### src/rtl/vga_digit_overlay.sv
// vga_digit_overlay: procedural 7-segment renderer for ROWS x DIGITS BCD digits with separators, blink cursor and alarm flash
module vga_digit_overlay #(
    parameter int              ROWS         = 3,
    parameter int              DIGITS       = 6,
    parameter int              DIG_W        = 32,
    parameter int              DIG_H        = 64,
    parameter int              SEG_T        = 4,
    parameter int              X0           = 96,
    parameter int              Y0           = 64,
    parameter int              ROW_PITCH    = 128,
    parameter int              PAIR_GAP     = 32,
    parameter logic [ROWS-1:0] SEP_MODE     = 3'b110,
    parameter int              BLINK_FRAMES = 30,
    parameter logic [11:0]     FG           = 12'hFFF,
    parameter logic [11:0]     BG           = 12'h000,
    parameter logic [11:0]     ALARM_BG     = 12'h800,
    localparam int             RW           = (ROWS > 1) ? $clog2(ROWS) : 1,
    localparam int             PW           = (DIGITS > 2) ? $clog2(DIGITS / 2) : 1,
    localparam int             DW           = (DIGITS > 1) ? $clog2(DIGITS) : 1,
    localparam int             BW           = (BLINK_FRAMES > 1) ? $clog2(BLINK_FRAMES) : 1
) (
    input  logic                       clk_i,
    input  logic                       rst_ni,
    input  logic                       pix_en_i,
    input  logic [9:0]                 addrh_i,
    input  logic [9:0]                 addrv_i,
    input  logic                       active_i,
    input  logic [ROWS*DIGITS*4-1:0]   fields_i,
    input  logic                       edit_en_i,
    input  logic [RW-1:0]              edit_row_i,
    input  logic [PW-1:0]              edit_pair_i,
    input  logic                       alarm_i,
    output logic [11:0]                color_out_o,
    output logic                       valid_out_o,
    output logic                       frame_tick_o
);
    logic                     frame_start;
    logic                     frame_tick_q;
    logic [ROWS*DIGITS*4-1:0] sh_fields_q;
    logic                     sh_edit_en_q;
    logic [RW-1:0]            sh_edit_row_q;
    logic [PW-1:0]            sh_edit_pair_q;
    logic                     sh_alarm_q;
    logic [BW-1:0]            blink_cnt_q;
    logic                     blink_phase_q;
    logic                     blink_wrap;

    int                       px, py;
    logic                     row_hit, dig_hit, sep_hit;
    logic [RW-1:0]            row_d;
    logic [DW-1:0]            col_d;
    logic [9:0]               lx_d, ly_d;
    logic                     s1_act_q, s1_dig_q, s1_sep_q;
    logic [RW-1:0]            s1_row_q;
    logic [DW-1:0]            s1_col_q;
    logic [9:0]               s1_lx_q, s1_ly_q;

    int                       lx, ly, sd;
    logic [3:0]               nib;
    logic [6:0]               segs, zone;
    logic                     cursor, colon, slash, lit_d;
    logic                     s2_act_q, s2_lit_q, s2_alarm_q;

    logic [11:0]              color_q;
    logic                     valid_q;

    // Segment pattern {a,b,c,d,e,f,g}; non-decimal nibbles stay dark
    function automatic logic [6:0] seg_decode(input logic [3:0] n);
        case (n)
            4'd0:    return 7'b1111110;
            4'd1:    return 7'b0110000;
            4'd2:    return 7'b1101101;
            4'd3:    return 7'b1111001;
            4'd4:    return 7'b0110011;
            4'd5:    return 7'b1011011;
            4'd6:    return 7'b1011111;
            4'd7:    return 7'b1110000;
            4'd8:    return 7'b1111111;
            4'd9:    return 7'b1111011;
            default: return 7'b0000000;
        endcase
    endfunction

    assign frame_start  = pix_en_i && addrh_i == '0 && addrv_i == '0;
    assign blink_wrap   = blink_cnt_q == BW'(BLINK_FRAMES - 1);
    assign color_out_o  = color_q;
    assign valid_out_o  = valid_q;
    assign frame_tick_o = frame_tick_q;

    // Latch per-frame inputs and advance the blink timer at frame start
    always_ff @(posedge clk_i) begin
        if (!rst_ni) begin
            frame_tick_q   <= 1'b0;
            sh_fields_q    <= '0;
            sh_edit_en_q   <= 1'b0;
            sh_edit_row_q  <= '0;
            sh_edit_pair_q <= '0;
            sh_alarm_q     <= 1'b0;
            blink_cnt_q    <= '0;
            blink_phase_q  <= 1'b0;
        end else begin
            frame_tick_q <= frame_start;
            if (frame_start) begin
                sh_fields_q    <= fields_i;
                sh_edit_en_q   <= edit_en_i;
                sh_edit_row_q  <= edit_row_i;
                sh_edit_pair_q <= edit_pair_i;
                sh_alarm_q     <= alarm_i;
                blink_cnt_q    <= blink_wrap ? '0 : blink_cnt_q + 1'b1;
                blink_phase_q  <= blink_phase_q ^ blink_wrap;
            end
        end
    end

    // Locate the pixel: which row, which digit cell or separator gap, and its local offset
    always_comb begin
        px      = int'(addrh_i);
        py      = int'(addrv_i);
        row_hit = 1'b0;
        dig_hit = 1'b0;
        sep_hit = 1'b0;
        row_d   = '0;
        col_d   = '0;
        lx_d    = '0;
        ly_d    = '0;
        for (int r = 0; r < ROWS; r++) begin
            if (py >= Y0 + r * ROW_PITCH && py < Y0 + r * ROW_PITCH + DIG_H) begin
                row_hit = 1'b1;
                row_d   = RW'(r);
                ly_d    = 10'(py - Y0 - r * ROW_PITCH);
            end
        end
        for (int d = 0; d < DIGITS; d++) begin
            if (px >= X0 + d * DIG_W + (d / 2) * PAIR_GAP && px < X0 + d * DIG_W + (d / 2) * PAIR_GAP + DIG_W) begin
                dig_hit = 1'b1;
                col_d   = DW'(d);
                lx_d    = 10'(px - X0 - d * DIG_W - (d / 2) * PAIR_GAP);
            end
        end
        for (int p = 0; p < DIGITS / 2 - 1; p++) begin
            if (px >= X0 + (2 * p + 2) * DIG_W + p * PAIR_GAP && px < X0 + (2 * p + 2) * DIG_W + (p + 1) * PAIR_GAP) begin
                sep_hit = 1'b1;
                lx_d    = 10'(px - X0 - (2 * p + 2) * DIG_W - p * PAIR_GAP);
            end
        end
    end

    // S1: register region decode
    always_ff @(posedge clk_i) begin
        if (!rst_ni) begin
            s1_act_q <= 1'b0;
            s1_dig_q <= 1'b0;
            s1_sep_q <= 1'b0;
            s1_row_q <= '0;
            s1_col_q <= '0;
            s1_lx_q  <= '0;
            s1_ly_q  <= '0;
        end else if (pix_en_i) begin
            s1_act_q <= active_i;
            s1_dig_q <= row_hit && dig_hit;
            s1_sep_q <= row_hit && sep_hit;
            s1_row_q <= row_d;
            s1_col_q <= col_d;
            s1_lx_q  <= lx_d;
            s1_ly_q  <= ly_d;
        end
    end

    // Hit test: segment zones of the shadow nibble, colon squares or slash band in the gap
    always_comb begin
        lx     = int'(s1_lx_q);
        ly     = int'(s1_ly_q);
        nib    = sh_fields_q[4 * (int'(s1_row_q) * DIGITS + int'(s1_col_q)) +: 4];
        segs   = seg_decode(nib);
        zone   = {ly < SEG_T,
                  lx >= DIG_W - SEG_T && ly < DIG_H / 2,
                  lx >= DIG_W - SEG_T && ly >= DIG_H / 2,
                  ly >= DIG_H - SEG_T,
                  lx < SEG_T && ly >= DIG_H / 2,
                  lx < SEG_T && ly < DIG_H / 2,
                  ly >= DIG_H / 2 - SEG_T / 2 && ly < DIG_H / 2 + SEG_T / 2};
        cursor = sh_edit_en_q && blink_phase_q && s1_row_q == sh_edit_row_q && PW'(s1_col_q >> 1) == sh_edit_pair_q;
        colon  = lx >= (PAIR_GAP - SEG_T) / 2 && lx < (PAIR_GAP - SEG_T) / 2 + SEG_T &&
                 ((ly >= DIG_H / 3 && ly < DIG_H / 3 + SEG_T) || (ly >= 2 * DIG_H / 3 && ly < 2 * DIG_H / 3 + SEG_T));
        sd     = lx - (DIG_H - 1 - ly) / 2;
        slash  = sd > -(SEG_T / 2) && sd < SEG_T / 2;
        lit_d  = (s1_dig_q && !cursor && |(segs & zone)) || (s1_sep_q && (SEP_MODE[s1_row_q] ? colon : slash));
    end

    // S2: register hit result; background choice is fixed here so a pixel never mixes two frames
    always_ff @(posedge clk_i) begin
        if (!rst_ni) begin
            s2_act_q   <= 1'b0;
            s2_lit_q   <= 1'b0;
            s2_alarm_q <= 1'b0;
        end else if (pix_en_i) begin
            s2_act_q   <= s1_act_q;
            s2_lit_q   <= lit_d;
            s2_alarm_q <= sh_alarm_q && blink_phase_q;
        end
    end

    // S3: colour mux, inactive forces black
    always_ff @(posedge clk_i) begin
        if (!rst_ni) begin
            color_q <= 12'h000;
            valid_q <= 1'b0;
        end else if (pix_en_i) begin
            color_q <= !s2_act_q ? 12'h000 : s2_lit_q ? FG : s2_alarm_q ? ALARM_BG : BG;
            valid_q <= s2_act_q;
        end
    end
endmodule
### config.mk
export PLATFORM = sky130hd
export DESIGN_NAME = vga_digit_overlay
export DESIGN_NICKNAME = d
export VERILOG_FILES = /design/src/rtl/vga_digit_overlay.sv
export SDC_FILE = /design/constraint.sdc
export NUM_CORES = 1
export LEC_CHECK = 0
export CAP_MARGIN = 0
export CORE_MARGIN = 2
export CORE_UTILIZATION = 40
export DETAILED_ROUTE_END_ITERATION = 6
export GPL_TIMING_DRIVEN = 0
export PLACE_DENSITY_LB_ADDON = 0.12
export SYNTH_ARGS = -nofsm -noshare
export SYNTH_HDL_FRONTEND = slang
export SYNTH_SLANG_ARGS = --single-unit
### constraint.sdc
create_clock -name clk_i -period 11.25 [get_ports clk_i]
set_input_delay 2.25 -clock clk_i [delete_from_list [all_inputs] [get_ports clk_i]]
set_output_delay 2.25 -clock clk_i [all_outputs]
set_load 0.05 [all_outputs]
# After elaboration in Yosys (flattened, before gate mapping)
# Memory sizes are Yosys's and may differ from the RTL's.
# Cells that the tools add are included.
# totals
register_bits	129
rom_bits	112
in_bits	102
out_inout_bits	14
elab_cells	161
n_memories	1
# classes
n_addsub	19
mul	1
order_cmp	39
eq_ne	3
shift	1
muxes	36
n_bitwise	3
n_reduce_logical	38
# memory_table
memory	depth	width	read_ports	rd_clocked_by_memory_dff	wr	line	text
(name not given)	16	7	1	0	0	69	case (n)
# ops
operator	count
10-bit two-way mux	11
72-bit by 9-bit variable part select with 4-bit output	1
10-bit by 9-bit less-than comparator with 1-bit output (second input constant)	6
10-bit by 7-bit subtractor with 10-bit output (second input constant)	6
10-bit by 8-bit greater-or-equal comparator with 1-bit output (second input constant)	5
10-bit by 8-bit less-than comparator with 1-bit output (second input constant)	5
10-bit by 9-bit greater-or-equal comparator with 1-bit output (second input constant)	4
10-bit by 8-bit subtractor with 10-bit output (second input constant)	4
12-bit two-way mux	3
32-bit by 1-bit adder with 32-bit output	1
32-bit by 2-bit greater-than comparator with 1-bit output (second input constant)	1
1-bit logical AND	32
32-bit by 3-bit less-than comparator with 1-bit output (second input constant)	1
11-bit by 32-bit subtractor with 32-bit output	1
10-bit by 5-bit greater-or-equal comparator with 1-bit output (second input constant)	3
10-bit by 6-bit greater-or-equal comparator with 1-bit output (second input constant)	3
10-bit by 6-bit less-than comparator with 1-bit output (second input constant)	3
10-bit by 9-bit subtractor with 10-bit output (second input constant)	3
10-bit by 7-bit greater-or-equal comparator with 1-bit output (second input constant)	2
10-bit logical NOT	2
10-bit by 3-bit less-than comparator with 1-bit output (second input constant)	2
10-bit by 5-bit less-than comparator with 1-bit output (second input constant)	2
1-bit two-way mux	15
3-bit two-way mux	4
other kinds (18)	20

# Depth between registers and ports, before layout
# Gate-level depths: netlist of run 1.
# depth
ltp_word	10
mapped_depth	22
depth_no_buf	21

# Worst setup path before layout of run 1
# No wires, ideal clock.
# synth_timing
kind	input-to-reg
startpoint	in addrh_i[5]
endpoint	reg s1_lx_q[8]
setup_ps	127
t_arrival_ps	4542
required_time_ps	11123
slack_ps	6581
cell_stages	12
n_path_buf	0
path_cell_list	ha_1 > xnor2_1 > inv_1 > ha_1 > a21boi_0 > xnor2_1 > a31oi_1 > o22ai_1 > a2111oi_0 > nor3_1 > o211ai_1 > a21boi_0
# synth_between
elab_chain_len	10
word_cells_on_any_way	43
cone_classes	add/sub (11); order compare (16); mux (8); reduce/logical (8)
# synth_rtl
element	line	text
from (decl)	25	input logic [9:0] addrh_i,
parallel branches: the longest is 9 deep, another holds 10-bit by 7-bit subtractor with 10-bit output	--	
10-bit two-way mux (*)	141	if (px >= X0 + (2 * p + 2) * DIG_W + p * PAIR_GAP && px < X0 + (2 * p + 2) * DIG_W + (p + 1) * PAIR_GAP) begin
to (signal assigned)	164	s1_lx_q <= lx_d;
to (decl)	56	logic [9:0] s1_lx_q, s1_ly_q;
# Mark *: on every way between the ends.
# A chain may end at the register's enable or synchronous reset.

# Worst setup path after layout of run 1
# Same ends and word-level chain as after synthesis.

==> results of run 1 <==
## layer usage
layer | global-route usage (%) | vias up | part of all wire (%)
met1 | 30.61 | 3222 | 50
met3 | 3.924 | 21 | 4.7
met4 | 6.462 | 0 | 1.2
li1 | - | 3512 | -
met5 | 0 | - | 0
met2 | 30.97 | 172 | 44
## power breakdown
group | switching (mW) | leakage [nW] | internal [mW] | total [mW]
logic | 0.102 | 2.38 | 0.0937 | 0.196
registers | 0.00427 | 0.960 | 0.425 | 0.429
clock network | 0.238 | 0.284 | 0.296 | 0.534
total | 0.344 | 3.63 | 0.815 | 1.16
## kinds of logic after synthesis
logic type,after synthesis
xor+xnor,35
mux,33
flops,119
fa+ha+maj,58
buf+inv,121
simple gates,353
compound gates,221
## state kept, by name, indices dropped and copies added, names as in the netlist, 2 cells and up
| register | cells |
|---|---|
| s1_lx_q | 10 |
| sh_fields_q | 72 |
| sh_edit_pair_q | 2 |
| sh_edit_row_q | 2 |
| s1_ly_q | 10 |
| color_out_o | 2 |
| s1_row_q | 2 |
| s1_col_q | 3 |
| blink_cnt_q | 5 |
## cells in the mapped netlist (9+ instances only)
| cell | count | share of area, % |
|---|---|---|
| a21boi_0 | 51 | 4.9 |
| a21boi_1 | 37 | 3.6 |
| a21oi_1 | 25 | 1.6 |
| a22oi_1 | 11 | 1.1 |
| buf_2 | 9 | 0.58 |
| buf_4 | 13 | 1.3 |
| clkbuf_1 | 34 | 1.6 |
| dfxtp_1 | 119 | 31 |
| ha_1 | 54 | 8.7 |
| inv_1 | 58 | 2.8 |
| mux2i_1 | 12 | 1.6 |
| mux4_2 | 10 | 2.9 |
| nand2_1 | 193 | 9.4 |
| nand3_1 | 19 | 1.2 |
| nor2_1 | 37 | 1.8 |
| nor2b_1 | 24 | 1.9 |
| nor3_1 | 28 | 1.8 |
| o21ai_0 | 32 | 2.1 |
| xnor2_1 | 21 | 2.4 |
| xor2_1 | 13 | 1.5 |
## worst max-delay path: stages
cell and delay, ns:
clkdlybuf4s50_1 0.48, ha_1 0.33, xnor2_1 0.57, inv_1 0.29, ha_1 0.27, a21boi_0 0.21
xnor2_1 0.13, a31oi_1 0.18, o22ai_1 0.11, a2111oi_0 0.46, nor3_1 0.10, o211ai_1 0.26
a21boi_0 0.12
## final timing paths
kind                   start               to  slack, ns  cells past startpoint
max               addrh_i[5]       s1_lx_q[8]       5.80                     13
min          sh_fields_q[41]  sh_fields_q[41]       0.45                      2
max reg2reg       s1_ly_q[6]         s2_lit_q       5.96                     21
min reg2reg  sh_fields_q[41]  sh_fields_q[41]       0.45                      2
## area by class of cell
type / instances / area share (%)
timing repair buffer: 111 / 11.39
sequential: 119 / 24.42
buffer: 62 / 3.462
clock buffer: 17 / 4.360
inverter: 59 / 2.270
multi-input combinational: 700 / 49.15
clock inverter: 15 / 1.616
tap: 260 / 3.334
## cells in the final DEF (no fill, tap or decap), types with 6 or more instances in the layout
master           instances
dfxtp_1                119
a22oi_1                 11
nor3_1                  28
clkdlybuf4s50_1        111
or3_1                    6
xnor2_1                 21
clkbuf_1                34
and2_1                   6
a21boi_1                37
nand2_1                193
a21boi_0                51
nand2b_1                 7
mux4_2                  10
clkbuf_16               17
nor2b_1                 24
buf_2                    9
buf_4                   13
nor4_1                   7
o22ai_1                  6
mux2_2                   6
inv_1                   58
a2111oi_0                7
ha_1                    54
mux2i_1                 12
o21ai_0                 32
nor2_1                  37
a21oi_1                 25
xor2_1                  13
nand3_1                 19
==> impl_metrics.toml, run 1 <==
[outcome]
outcome = "finished, final reports clean"

[cells_and_area]
nets = 1230
layout.cells.non_filler = 1343
n_antenna_cell = 0
multi_input_area_um2 = 4796
fin_util_pct = 51.81
area_growth_pct = 26.10
finalInstanceArea_um2 = 9757
drive_gt1_share_pct = 8.403
fill_cells = 1822
seq_area_um2 = 2382

[logic_synthesis]
synthXorXnorAreaFrac_pct = 4.059
yosys_warnings = 0
synth_edf_count = 0
synth.area.mux_share_pct = 7.034
synthCells = 940
ys_ff_latch = 119
synth_area_per_cell_um2 = 8.231
synthDistinctLibCells = 80
syn-cell-area_um2 = 7737
seq_area_frac_synth_pct = 30.79
yosys.area_share.simple_pct = 20.94
synth_compound_gate_area_share_pct = 20.18
synth_ff_type = "dfxtp_1"
synth_top_family_by_area = "simple AND/OR/NAND/NOR gates"
async_reset_ff_share_pct = 0
synth_fa_ha_area_share_pct = 9.767
syn_nets = 1100

[worst_setup_path]
crit_path_start_kind = "input pin"
required_ns = 11.55
path_class = "input pin to flop"
cp-end-kind = "flop"
worstPathMaxFanout = 7
crit_arrival_ns = 5.75

[timing]
clock.fmax_mhz = 183.4
timing.hold.ws_ns = 0.4512
setup-violations-final = 0
timing.slew.headroom_pct = 49.86
rsz0062_at_grt = "false"
worst_slew_pin_slew_ns = 0.7452
clock_skew_ns = 0.009249
period_minus_slack_ns = 5.451
final_hold_viol_count = 0
fin_tns_setup_ns = 0
layout_setup_ws_ns = 5.799
fin_crit_sh_pct = 48.46
slew_viol_final = 0

[cts]
clkLatencyLatePin_ns = 0.43
ctsResizeCount = 0
cts_buffers = 17
postCtsSetupBuffers = 0
clk_pin_slew_ns = 0.06
cts_max_level = 4
clockBufferDepth = 2
cts.sinks = 119
cts_tree = "done"
ctsHoldBuffers = 0
cts-root-buf = "clkbuf_16"

[floorplanning]
die_w_um = 143.1
die_area_um2 = 20470
core-area_um2 = 18830
ioPinCount = 116
row_count = 50
initial_utilization_pct = 41.09
dieHeight_um = 143.1

[drt]
ant_nets = 0
vias = 6927
drtIter0Drc = 396
first_pass_iters = 5
wl_per_cell_um = 15.81
vias_per_cell = 5.158
drc_errors = 0
wl_um = 21230

[worst_hold_path]
hold_class = "flop to flop"

[pwr]
power.leakage_nw = 3.625
ir_worst_vdd_uv = 94.89
p_per_area_nw_per_um2 = 118.7
p_total_mw = 1.159

[global_route]
antenna_found_initial = 0
grt_pass1_vias = 6379
overflow = 0
grt_usage_pct = 20.92
grt_max_degree = 17
grt_pass1_wl_um = 33410

[place]
dp_hpwl_um = 16360
port_buffers = 111
placed_cell_area_um2 = 9174
placedCellCount = 1311
place_worst_setup_slack_ns = 5.376
gp_congestion = 0.9119

[run]
drv_cap = 0
No activity file was read; power rests on OpenSTA's default activity.
==> run 2: changes to the inputs <==
clock period = 5.45 ns   (was 11.25 ns; I/O delays follow)
==> run 2 against run 1 <==
Effect of this change:
- cell count unchanged
- cell area about the same
- die area unchanged
- first-iteration DRC count decreased by 1.5%
- clock power increased by 110%
- clock skew about the same
- global-route usage unchanged
- non-clock buffer count unchanged
==> impl_metrics.toml, run 2 (synthesis results as in run 1) <==
[outcome]
outcome = "finished, final reports clean"

[worst_hold_path]
hold_class = "flop to flop"

[worst_setup_path]
worstPathMaxFanout = 10
required_ns = 5.81
crit_arrival_ns = 5.26
cp_cell_sequence = "inv_1 -> ha_1 -> clkbuf_2 -> a21oi_1 -> fa_1 -> fa_1 -> a21bo_2 -> a2111oi_1 -> o21ai_0 -> a21boi_2 -> o21ai_0 -> nand2b_1 -> ha_1 -> nand4b_1 -> nor4_1 -> and3b_1 -> nand3_1 -> or4_1 -> o311ai_0 -> o21ai_0 -> o21ai_2"
cp-end-kind = "flop"
slowest_stage = "fa_1"
cpPeakStageDelay_ns = 0.43
crit_path_start_kind = "flop"
crit_top_cell = "o21ai_0"
path_class = "flop to flop"

[cells_and_area]
area_growth_pct = 26.18
final_cell_mix = "nand2_1, dfxtp_1, clkdlybuf4s50_1, inv_1, ha_1"
largest_register_ffs = 72
regMostFlops = "sh_fields_q"
layout.cells.non_filler = 1343
drive_gt1_share_pct = 8.587
layout_commonest_cell = "nand2_1"
nets = 1230
largestRegisters = "sh_fields_q: 72 flops, s1_lx_q: 10 flops, s1_ly_q: 10 flops"
fill_cells = 1820
n_antenna_cell = 0

[floorplanning]
ioPinCount = 116
die_area_um2 = 20470
die_w_um = 143.1
row_count = 50
dieHeight_um = 143.1
core-area_um2 = 18830
initial_utilization_pct = 41.09

[timing]
worst_slew_pin_slew_ns = 0.7518
clock.fmax_mhz = 204.2
clock_skew_ns = 0.009243
period_minus_slack_ns = 4.897
fin_tns_setup_ns = 0
timing.slew.headroom_pct = 49.42
rsz0062_at_grt = "false"
fin_crit_sh_pct = 89.85
setup-violations-final = 0
timing.hold.ws_ns = 0.4512
slew_viol_final = 0
final_hold_viol_count = 0

[cts]
clk_pin_slew_ns = 0.06
cts_buffers = 17
cts-root-buf = "clkbuf_16"
ctsHoldBuffers = 0
clockBufferDepth = 2
cts_max_level = 4
ctsResizeCount = 0
clkLatencyLatePin_ns = 0.43
cts.sinks = 119
postCtsSetupBuffers = 0
cts_tree = "done"

[drt]
wl_um = 21200
drc_errors = 0
ant_nets = 0
drtIter0Drc = 390
vias_per_cell = 5.145
wl_per_cell_um = 15.79
first_pass_iters = 5
vias = 6910

[pwr]
ir_worst_vdd_uv = 195.3
p_clk_share_pct = 46.0
p_int_mw = 1.683
combPwrFrac_pct = 16.9
power.leakage_nw = 3.629
p_per_area_nw_per_um2 = 245.1
switchingPower_uw = 710.0
p_seq_share_pct = 37.0
switching_share_pct = 29.67

[global_route]
grt_pass1_vias = 6379
antenna_found_initial = 0
grt_usage_pct = 20.92
grt_pass1_wl_um = 33410
overflow = 0
grt_max_degree = 17

[place]
gp_congestion = 0.9119
placedCellCount = 1311
dp_hpwl_um = 16360
port_buffers = 111

[run]
drv_cap = 0
## run 2: final timing paths
| path | startpoint | endpoint | slack (ns) | depth (start not counted) |
|---|---|---|---|---|
| worst max register to register | s1_ly_q[6] | s2_lit_q | 0.55 | 21 |
| worst min register to register | sh_fields_q[41] | sh_fields_q[41] | 0.45 | 2 |
| worst max-delay path | s1_ly_q[6] | s2_lit_q | 0.55 | 21 |
| worst min-delay path | sh_fields_q[41] | sh_fields_q[41] | 0.45 | 2 |
## run 2: stage by stage
step / total power, mW / instance area, µm² / setup slack (ns) / utilization, %
after floorplan: 1.155 / 7737 / 1.079 / -
after global placement: 1.305 / 9174 / 0.1781 / 48.72
after detailed placement: 1.306 / 9174 / 0.1859 / 48.72
after CTS: 2.409 / 9757 / 0.1025 / 51.81
after global routing: 2.492 / 9763 / 0.06489 / 51.85
final: 2.393 / 9763 / 0.5531 / 51.85
## run 2: per-layer routing
metal	up-vias	GRT usage (%)	wire [µm]	part of all wire [%]
met3	19	3.924	963	4.5
met1	3211	30.61	10570	50
li1	3513	-	-	-
met4	0	6.462	252	1.2
met5	-	0	0	0
met2	167	30.97	9420	44
## run 2: power by group through the flow
stage	sequential, mW	clock, mW	combinational, mW
after floorplan	0.903	0	0.253
after global placement	0.905	0	0.400
after detailed placement	0.905	0	0.401
after CTS	0.886	1.12	0.403
after global routing	0.886	1.16	0.449
final	0.886	1.10	0.405
## run 2: area by class of cell
class                           instances  area (µm²)  share of cell area, %
Clock buffer                           17       425.4                  4.357
Multi-Input combinational cell        700        4801                  49.17
Clock inverter                         15       157.7                  1.615
Timing Repair Buffer                  111        1111                  11.38
Inverter                               59       221.5                  2.268
Sequential cell                       119        2382                  24.40
Tap cell                              260       325.3                  3.332
Buffer                                 62       339.1                  3.473
## run 2: critical path, delay by kind of cell (launching register included)
family          cells  cell delay, ns
compound gates      9            1.83
fa+ha+maj           4            1.20
buf+inv             2            0.38
flops               1            0.37
simple gates        6            1.05
